`src/rtl/bus_rd_fifo.sv`:
```
// Capture FIFO feeding a read-only bus register. Producers push samples, and each
// rd_pulse pops the head. rd_word packs valid, sticky overflow, level and the head sample.
module bus_rd_fifo #(
  parameter int unsigned DATAWIDTH  = 16,
  parameter int unsigned DEPTH_LOG2 = 4
) (
  input  logic                  bus_clk,
  input  logic                  bus_reset_l,
  input  logic [DATAWIDTH-1:0]  wr_data,
  input  logic                  wr_en,
  output logic                  wr_full,
  output logic [31:0]           rd_word,
  input  logic                  rd_pulse,
  output logic [DEPTH_LOG2:0]   level
);

  localparam int unsigned Depth  = 1 << DEPTH_LOG2;
  localparam int unsigned LevelW = DEPTH_LOG2 + 1;

  localparam logic [DEPTH_LOG2-1:0] PtrOne    = 1;
  localparam logic [LevelW-1:0]     LevelOne  = 1;
  localparam logic [LevelW-1:0]     LevelFull = Depth[LevelW-1:0];

  logic [DATAWIDTH-1:0]  mem_q [Depth];
  logic [DEPTH_LOG2-1:0] wr_ptr_q, wr_ptr_d;
  logic [DEPTH_LOG2-1:0] rd_ptr_q, rd_ptr_d;
  logic [LevelW-1:0]     level_q, level_d;
  logic                  ovf_q, ovf_d;

  logic full, empty, push_ok, pop_ok, drop;

  always_comb begin
    full    = (level_q == LevelFull);
    empty   = (level_q == '0);
    pop_ok  = rd_pulse && !empty;
    // A pop in the same cycle frees the slot, so a full FIFO still accepts the push.
    push_ok = wr_en && (!full || pop_ok);
    drop    = wr_en && !push_ok;
  end

  always_comb begin
    wr_ptr_d = wr_ptr_q;
    rd_ptr_d = rd_ptr_q;
    level_d  = level_q;
    ovf_d    = ovf_q;

    if (push_ok) wr_ptr_d = wr_ptr_q + PtrOne;
    if (pop_ok)  rd_ptr_d = rd_ptr_q + PtrOne;

    if (push_ok && !pop_ok) begin
      level_d = level_q + LevelOne;
    end else if (pop_ok && !push_ok) begin
      level_d = level_q - LevelOne;
    end

    // The returned word carried the flag, so a read clears it; a drop in the same cycle wins.
    if (drop) begin
      ovf_d = 1'b1;
    end else if (rd_pulse) begin
      ovf_d = 1'b0;
    end
  end

  always_ff @(posedge bus_clk or negedge bus_reset_l) begin
    if (!bus_reset_l) begin
      wr_ptr_q <= '0;
      rd_ptr_q <= '0;
      level_q  <= '0;
      ovf_q    <= 1'b0;
    end else begin
      wr_ptr_q <= wr_ptr_d;
      rd_ptr_q <= rd_ptr_d;
      level_q  <= level_d;
      ovf_q    <= ovf_d;
    end
  end

  // Storage needs no reset: every read of it is masked by level.
  always_ff @(posedge bus_clk) begin
    if (push_ok) begin
      mem_q[wr_ptr_q] <= wr_data;
    end
  end

  always_comb begin
    rd_word                  = '0;
    rd_word[31]              = !empty;
    rd_word[30]              = ovf_q;
    rd_word[24 +: LevelW]    = level_q;
    rd_word[DATAWIDTH-1:0]   = empty ? '0 : mem_q[rd_ptr_q];
  end

  assign wr_full = full;
  assign level   = level_q;

endmodule

```
`config.mk`:
```
export PLATFORM = sky130hd
export DESIGN_NAME = bus_rd_fifo
export DESIGN_NICKNAME = d
export VERILOG_FILES = /design/src/rtl/bus_rd_fifo.sv
export SDC_FILE = /design/constraint.sdc
export NUM_CORES = 1
export LEC_CHECK = 0
export CORE_ASPECT_RATIO = 0.6
export CORE_MARGIN = 4
export CORE_UTILIZATION = 45
export CTS_CLUSTER_SIZE = 8
export DETAILED_ROUTE_END_ITERATION = 8
export DONT_BUFFER_PORTS = 1
export PLACE_DENSITY = 0.65
export REMOVE_ABC_BUFFERS = 1
export SETUP_SLACK_MARGIN = 0.2
export SYNTH_ARGS = -nofsm -noshare
export SYNTH_HDL_FRONTEND = slang
export SYNTH_SLANG_ARGS = --single-unit
```
`constraint.sdc`:
```
create_clock -name bus_clk -period 5.3 [get_ports bus_clk]
set_input_delay 1.06 -clock bus_clk [delete_from_list [all_inputs] [get_ports bus_clk]]
set_output_delay 1.06 -clock bus_clk [all_outputs]
set_load 0.03 [all_outputs]
```
Word-level counts from Yosys, hierarchy flattened. Memories as Yosys holds them, arrays and structs flattened. Cells that the tools add are included.

Bits in registers: 14. Memory bits (writable): 256. Output and inout port bits: 38. Word-level logic and storage cells: 30. Memories kept: 1.

$add $sub $neg: 4. Equality and inequality tests: 1. Multiplexer cells: 7. Reductions and logical operators: 13.

Memories: mem_q (depth 16, width 16, rd ports 1, clocked after Yosys merged registers in 0, wr ports 1, RTL line 24) `logic [DATAWIDTH-1:0] mem_q [Depth];`.

Operators with widths (number): 2-to-1 mux 16 bit (1); 2-to-1 mux 5 bit (2); adder 4 x 1 -> 4 bit, second input constant (2); adder 5 x 1 -> 5 bit, second input constant (1); equality test 5 bit, second input constant (1); logical AND 1 bit (5); zero test 5 bit (1); subtractor 5 x 1 -> 5 bit, second input constant (1); zero test 1 bit (4); 2-to-1 mux 1 bit (4); nonzero test 2 bit (2); logical OR 1 bit (1).

Logic depth before layout (Yosys ltp). Gate-level depths: netlist of run 1.

Word-level depth: 9. Depth in mapped cells: 10.

Least setup slack after synthesis of run 1. OpenSTA, ideal clock, no wires.

Kind: input-to-reg. Start point: input port rd_pulse. End point: memory mem_q[3][0] (enable). Data arrival time: 2.966 ns. Required time: 4.891 ns. Path slack: 1.924 ns. Stages: 4. Cells stage by stage: inv_1 -> a31oi_1 -> nand2_1 -> nor3_1.

Cells in the longest elaborated chain, start to end: 5.

RTL lines: from (decl) (RTL line 13) `input logic rd_pulse,`; logical AND 1 bit (RTL line 35) `pop_ok = rd_pulse && !empty;`; logical OR 1 bit (RTL line 37) `push_ok = wr_en && (!full || pop_ok);`; logical AND 1 bit (RTL line 37); net push_ok (RTL line 30) `logic full, empty, push_ok, pop_ok, drop;`; 2-to-1 mux 1 bit (RTL line 80) `if (push_ok) begin`; 2-to-1 mux 1 bit (not written as such) (RTL line 81) `mem_q[wr_ptr_q] <= wr_data;`; to (decl) (RTL line 24).

The timed path passes the listed nets, and every way through them passes these cells.

Final worst setup path of run 1.
Start point: register level_q[0] (netlist: level[0]). End point: output port rd_word[6].

Cells in the longest elaborated chain, start to end: 2.

RTL lines: from (decl) (RTL line 27) `logic [LevelW-1:0] level_q, level_d;`; from (signal assigned) (RTL line 73) `level_q <= level_d;`; zero test 5 bit (RTL line 34) `empty = (level_q == '0);`; 2-to-1 mux 16 bit (RTL line 90) `rd_word[DATAWIDTH-1:0] = empty ? '0 : mem_q[rd_ptr_q];`; to (decl) (RTL line 12) `output logic [31:0] rd_word,`.

Every way passes these cells.

==> results of run 1 <==
==> worst max-delay path by stage <==
stage	end	slack, ns
2_1_floorplan	rd_word[14]	0.76
3_3_place_gp	rd_word[6]	1.62
3_5_place_dp	level[4]$_DFFE_PN0P_	1.58
4_1_cts	rd_word[6]	1.05
5_1_grt	rd_word[7]	0.96
6_report	rd_word[6]	1.17
==> report_power, final <==
| group | switching, mW | internal [mW] | total (mW) |
|---|---|---|---|
| clock | 0.830 | 1.35 | 2.18 |
| sequential | 0.411 | 2.59 | 3.01 |
| combinational | 1.03 | 0.848 | 1.88 |
==> stage by stage <==
stage / utilization / cell area, um2
finish: 0.524 / 12200
detailed placement: 0.479 / 11200
floorplan: - / 10500
global placement: 0.479 / 11200
global route: 0.524 / 12200
CTS: 0.524 / 12200
==> state kept, by name, summed over array words and instances (netlist names) <==
register	cells
level	5
mem_q	256
ovf_q	1
rd_ptr_q	4
wr_ptr_q	4
==> cell families after synthesis <==
group,count (synthesis),synth area share
AO/OA/AOI/OAI,42,0.0208
XOR/XNOR,9,0.00735
adder cells (fa/ha/maj),10,0.0124
buffers and inverters,46,0.0238
flip-flops,270,0.749
multiplexers,98,0.169
other,1,0.000349
AND/OR/NAND/NOR,41,0.0173
==> area by class of cell <==
type | instances | area share
Sequential cell | 270 | 0.658
Multi-Input combinational cell | 209 | 0.206
Clock buffer | 53 | 0.0850
Tap cell | 315 | 0.0323
Timing Repair Buffer | 22 | 0.0145
Clock inverter | 3 | 0.00215
Inverter | 5 | 0.00154
==> cells in the mapped netlist, types with 3 or more instances <==
library cell / n / area (um2)
buf_4: 16 / 120
mux2_2: 17 / 191
o21ai_0: 19 / 95.1
nor3_1: 7 / 35.0
dfrtp_1: 14 / 350
clkbuf_1: 10 / 37.5
mux4_2: 65 / 1460
nor2_1: 13 / 48.8
buf_2: 12 / 60.1
nand2_1: 11 / 41.3
edfxtp_1: 256 / 7690
a21oi_1: 18 / 90.1
inv_1: 5 / 18.8
ha_1: 9 / 113
nand2b_1: 3 / 18.8
xnor2_1: 8 / 70.1
mux2i_1: 16 / 160
==> layer usage <==
metal	track usage	vias to the layer above	part of all wire
met5	0	-	0
met2	0.269	149	0.48
li1	-	2149	-
met3	0.0452	29	0.064
met1	0.241	2617	0.44
met4	0.0365	0	0.012
==> cells in the final DEF (no fill, tap or decap), drive strengths merged <==
cell type / Yosys / final
and2: 2 / 2
a21o: 2 / 2
nand2: 11 / 11
a21oi: 18 / 18
o31ai: 1 / 1
o21ai: 19 / 19
a2111oi: 1 / 1
mux4: 65 / 65
mux2i: 16 / 16
nand4: 1 / 1
mux2: 17 / 17
inv: 5 / 8
nor3: 7 / 7
nand2b: 3 / 3
xnor2: 8 / 8
fa: 1 / 1
conb: 1 / 9
buf: 31 / 22
nor4: 1 / 1
ha: 9 / 9
clkbuf: 10 / 53
nand3: 2 / 2
xor2: 1 / 1
dfrtp: 14 / 14
a31oi: 1 / 1
and3: 1 / 1
nor2: 13 / 13
edfxtp: 256 / 256
==> worst register-to-register path: stages, from the launching register on <==
cell and delay [ns]:
dfrtp_1 0.65, nor4_1 0.55, nand2b_1 0.45, nand2_1 0.30, ha_1 0.25, inv_1 0.15, fa_1 0.43, a21o_1 0.23
a21oi_1 0.23, mux2i_1 0.22, o31ai_1 0.09
==> metrics list, run 1 <==
- The net count of the finished layout is 577.
- In this run the tightest slew margin relative to its limit is 0.152.
- HPWL after detailed placement: 12.8 mm
- The congestion estimate from routability-driven global placement came to 0.729.
* Post-synth design cell area: 10,700 um2
- Detail-routed via count per cell: 5.64
* Floorplan die area: 26,500 um2
- In this run the worst hold path is classified as input port to async pin.
* Pwr dens: 578 nW/um2
* Number of resized instances in the post-cts repair step: 0
- Footprint of the flip-flops and latches: 8040 um2
* Final number of hold-violating endpoints: 0
* Critical Path Slowest Stage Cell: dfrtp_1
* Worst hold slack after final layout: 0.245 ns
- Non-filler cells in the finished layout: 877
- Synthesized area per cell: 20.8 um2
- Kind of start point of the critical path: register
- Traced cell by cell, the critical path runs through nor4_1 -> nand2b_1 -> buf_4 -> o21ai_0 -> a21oi_1.
- For this run, asynchronously set or reset flops after synthesis account for 0.0519.
- The first global-routing pass estimated 33.7 mm of wire.
- The number of antenna violations at the first check in global routing is 0.
* Std-Cell Rows: 43
- STA classifies the critical path endpoint as an output port.
- For the final routed database, the setup TNS stands at 0 ns.
* Number of buffers between clock root and the deepest sink: 3
- Data arrival time of the critical path: 3.07 ns
* Clk slew on worst S/H paths: 0.05 ns
- In this run the standard cell core region covers 23,300 um2.
* Clock net sink count: 270
- Total number of vias: 4,944
* RSZ-0062 raised after global routing: no
- Crit. Startpoint: level[0]$_DFFE_PN0P_
* Post-synth top flop: edfxtp_1
- Number of buffers inserted for hold repair after clock tree synthesis: 0
* Total number of yosys warnings: 0
- Counting cells, the worst reg-to-reg path comes to 10.
- Number of fill cells: 1,779
- Largest net degree at the start of global routing: 45
* Length of the first detailed-routing pass in iterations: 5
- Number of H-tree levels: 2
- Port buffering added 0 buffers.
* Vias in the first global route: 5,251
- Along the worst path, the maximum fanout reaches 12.
- The number of buffers and inverters on the critical path is 1.
- Inst Count DP: 821
* Unique masters post-synth: 31
* 1st-iter DRT viols: 403
- Cell depth of the worst setup path: 5
- Crit Path Class: register to output port
* Critical Path Max Stage Delay: 0.80 ns
* Number of synthesized flops with an enable pin: 256
* Highest ir drop seen on vdd: 0.242 mV
* Clock tree from TritonCTS: built
* Required time at the endpoint of the critical path: 4.24 ns
* Ports placed on the boundary: 58
- For this run, the register share of the synthesized area comes to 0.749.
- The area growth from synthesis to layout is 13.9%.
* Total grt overflow: 0
* Synthesized netlist cell count: 517
* Total routing resource utilization after global routing: 0.169
* Max-cap check violation count: 0
- For this run, the top clock speed supported by timing is 0.242 GHz.
- After layout, the design draws a total of 7.06 mW.
* Setup slack at placement: 1.58 ns
- Outcome: finished, final reports clean
* Worst flop-to-flop path startpoint: level[0]$_DFFE_PN0P_
- Setup violation total in the final timing report: 0
- Leakage power: 3.97 nW
- Cell at the root of the clock tree: clkbuf_16
- Clock buffers created by TritonCTS: 39
- Subtracting the final worst setup slack from the clock period gives 4.13 ns.
* Number of routed nets with antenna violations: 0
- Register-to-register path setup slack: 1.62 ns
* Initial core utilization: 0.461
- In the final layout, the share of cells above drive strength 1 is 0.295.
* Transition time at the pin with the least slew margin: 1.27 ns
- Count of unresolved DRC violations after routing: 0
- For the final database, setup skew stands at 0.0191 ns.
- Capturing point of the worst reg2reg path: level[4]$_DFFE_PN0P_
- Smallest setup slack after layout: 1.17 ns
* Max-slew violation count: 0
- Post-CTS timing repair inserted 0 buffers for setup.
- For the worst-skew pair, the clock arrives at the later sink with an insertion delay of 0.51 ns.
- Area occupied by multi-input gates: 2520 um2
- From left edge to right edge, the die measures 207 um.
- Average wire per cell in the routed design: 25.2 um
* Diode count: 0
* Chip height: 128 um
- Synthesis-stage register bit count: 270
- Overall routed net length: 22.1 mm
- CP top delay family: flip-flops
* Final clock period utilization by the worst path: 0.779
Note: power is estimated with default switching activity, not from simulation.
==> run 2: changes to the inputs <==
Clock period 5.3 ns to 4.1 ns, I/O delays scaled along.
==> metrics list, run 2 (synthesis gave the netlist of run 1 again) <==
- HPWL after detailed placement: 12.6 mm (-1.9%)
- Required time at the endpoint of the critical path: 3.28 ns (-0.96 ns)
- Vias in the first global route: 5,416 (+3.1%)
- The aggregate global routing overflow was 0 (unchanged).
- The switching power came to 2.96 mW (+31%).
- Number of fill cells: 1,777 (-0.11%)
* 1st-iter DRT viols: 468 (+16%)
- The flow ran to the end, and the final reports show no timing, DRC or antenna violations.
* Depth of the worst register-to-register path: 8 (-2)
- Flip-flop count of the largest register after layout: 256 (unchanged)
* Count of unresolved DRC violations after routing: 0 (unchanged)
- The total placed cells including tap cells is 842 (+2.6%).
- The most critical setup path has its startpoint at rd_ptr_q[1]$_DFFE_PN0P_.
- The tree is rooted in a clkbuf_16.
- In the layout the commonest cells are 256 x edfxtp_1, 65 x mux4_2, 41 x clkbuf_16.
- Area occupied by multi-input gates: 2520 um2 (unchanged)
- The worst register-to-register path ends at level[4]$_DFFE_PN0P_.
- Critical Path Max Stage Delay: 0.71 ns (-0.09 ns)
- The register-to-register path setup slack is 0.66 ns (-0.96 ns).
- Global placement routability congestion: 0.685 (-6.0%)
- Chip width: 207 um (unchanged)
* First-pass GRT wire length: 33.7 mm (about the same)
* Final clock skew: 0.0158 ns (-0.00332 ns)
- The number of antenna violations at the first check in global routing came to 0 (unchanged).
* Diode count: 0 (unchanged)
* Share of power burned in registers: 0.384 (-0.042)
* Chip height: 128 um (unchanged)
- Average wire per cell in the routed design: 24.6 um (-2.4%)
- The switching power as a share of total power came to 0.313 (-0.00904).
- The part of the total power dissipated in combinational logic is 0.316 (+0.050).
* Number of buffers between clock root and the deepest sink: 3 (unchanged)
- Commonest non-fill, non-tap cell in the layout: edfxtp_1
- The reported leakage power was 4.11 nW (+3.5%).
* Worst Hold Launch: rd_pulse
* Overall routed net length: 22.1 mm (about the same)
- The count of max-cap constraint violations came to 0 (unchanged).
- The largest individual stage delay along the critical path comes from the cell dfrtp_4.
- Highest ir drop seen on vdd: 0.430 mV (+78%)
* CP top delay family: multiplexers
- Clk slew on worst S/H paths: 0.05 ns (about the same)
- The number of pins with negative max-slew slack in the final report was 0 (unchanged).
- Number of H-tree levels: 2 (unchanged)
- Relative to the synthesized area, the layout overhead comes to 16.1%.
- Cells traversed along the worst timing path: buf_12 -> mux4_2 -> mux2_2 -> o21ai_0 -> a21oi_1 -> buf_4
- Initial core utilization: 0.461 (unchanged)
- The number of I/O port buffers was 0 (unchanged).
* RSZ-0062 raised after global routing: no
* Total core area: 23,300 um2 (unchanged)
* Cell internal pwr: 6.52 mW (+36%)
- Clock power frac: 0.300 (-0.008)
- The row count was 43 (unchanged).
* Total routing resource utilization after global routing: 0.170 (+0.000254)
- Number of resized instances in the post-cts repair step: 0 (unchanged)
* Layout net count: 600 (+4.0%)
* Share of layout cells above drive strength 1: 0.320 (+0.0248)
- Pwr dens: 761 nW/um2 (+32%)
- Setup slack at placement: 0.690 ns (-0.892 ns)
- The setup-violating endpoint count in the final report was 0 (unchanged).
- In this run the worst hold path is classified as input port to register.
- Final number of hold-violating endpoints: 0 (unchanged)
* Kind of start point of the critical path: register
- Final min period: 3.70 ns
* Total number of vias: 5,089 (+2.9%)
* Smallest setup slack after layout: 0.401 ns (-0.772 ns)
- The number of ports placed on the die boundary was 58 (unchanged).
- The area used by sequential logic in the layout is 8040 um2 (unchanged).
- The count of buffer and inverter cells on the critical path is 2 (+1).
- The highest net fanout along the worst path came to 27 (+15).
- In this run the worst setup path terminates at rd_word[11].
- The transition time of the tightest slew-check pin is 0.767 ns (-0.503 ns).
- The critical path is of the register to output port type.
- The total die area came to 26,500 um2 (unchanged).
- Nature of the critical path endpoint: output port
- Data arrival time of the critical path: 2.88 ns (-0.19 ns)
- Clock buffers created by TritonCTS: 39 (unchanged)
- The pin count of the biggest net entering global routing came to 34 (-24%).
- The logic depth of the worst setup path including buffers came to 6 (+1).
* Detail-routed via count per cell: 5.66 (+0.41%)
- Clock net sink count: 270 (unchanged)
- Ranked by flip-flop count, first place goes to mem_q.
- The tightest slew margin relative to the limit came to 0.489 (+0.337).
- The non-filler instance count after layout was 899 (+2.5%).
* Clock tree from TritonCTS: built
- Static timing analysis puts the maximum clock frequency at 0.270 GHz.
- Worst flop-to-flop path startpoint: level[1]$_DFFE_PN0P_
- Length of the first detailed-routing pass in iterations: 5 (unchanged)
* Source-to-sink clock delay at the later pin of the worst-skew pair: 0.50 ns (about the same)
- The residual antenna-violating net count after detailed routing was 0 (unchanged).
- Final clock period utilization by the worst path: 0.902
[run 2: per-stage QoR]
stage / area (um2) / hold slack, ns / total power, mW / util / TNS (ns)
after global routing: 12500 / 0.369 / 9.94 / 0.535 / 0
after floorplan: 10500 / 0.524 / 5.74 / - / -0.714
after global placement: 11300 / 0.525 / 6.61 / 0.487 / 0
after CTS: 12400 / 0.359 / 9.56 / 0.534 / 0
after detailed placement: 11300 / 0.525 / 6.69 / 0.487 / 0
final: 12500 / 0.379 / 9.48 / 0.535 / 0
[run 2: final cells by class]
class / instances / area share
sequential: 270 / 0.645
timing repair buffer: 45 / 0.0319
inverter: 5 / 0.00151
multi-input combinational: 209 / 0.202
clock buffer: 55 / 0.0873
tap: 315 / 0.0316
[run 2: worst min path at each step]
| stage | cells after the start | endpoint |
|---|---|---|
| 2_1_floorplan | 0 | level[0]$_DFFE_PN0P_ |
| 3_3_place_gp | 0 | ovf_q$_DFFE_PN0P_ |
| 3_5_place_dp | 0 | ovf_q$_DFFE_PN0P_ |
| 4_1_cts | 1 | ovf_q$_DFFE_PN0P_ |
| 5_1_grt | 1 | ovf_q$_DFFE_PN0P_ |
| 6_report | 1 | ovf_q$_DFFE_PN0P_ |
[run 2: timing repair]
item                                    4_1_cts  5_1_grt
hold buffers                                  1        0
endpoints found under the hold margin        14        0
buffers inserted                              0        1
endpoints found under the setup margin        0        4
[run 2: power groups by stage]
| stage | Combinational (mW) | Clock [mW] | Sequential, mW |
|---|---|---|---|
| after floorplan | 1.83 | 0 | 3.91 |
| after global placement | 2.90 | 0 | 3.71 |
| after detailed placement | 2.96 | 0 | 3.73 |
| after CTS | 2.98 | 2.91 | 3.68 |
| after global routing | 3.22 | 3.04 | 3.68 |
| final | 3.00 | 2.84 | 3.64 |
[run 2: layer usage]
metal / track usage / up-vias / share of wire
met2: 0.277 / 156 / 0.48
met3: 0.0336 / 39 / 0.060
met5: 0 / - / 0
met4: 0.0443 / 0 / 0.017
met1: 0.239 / 2703 / 0.44
li1: - / 2191 / -
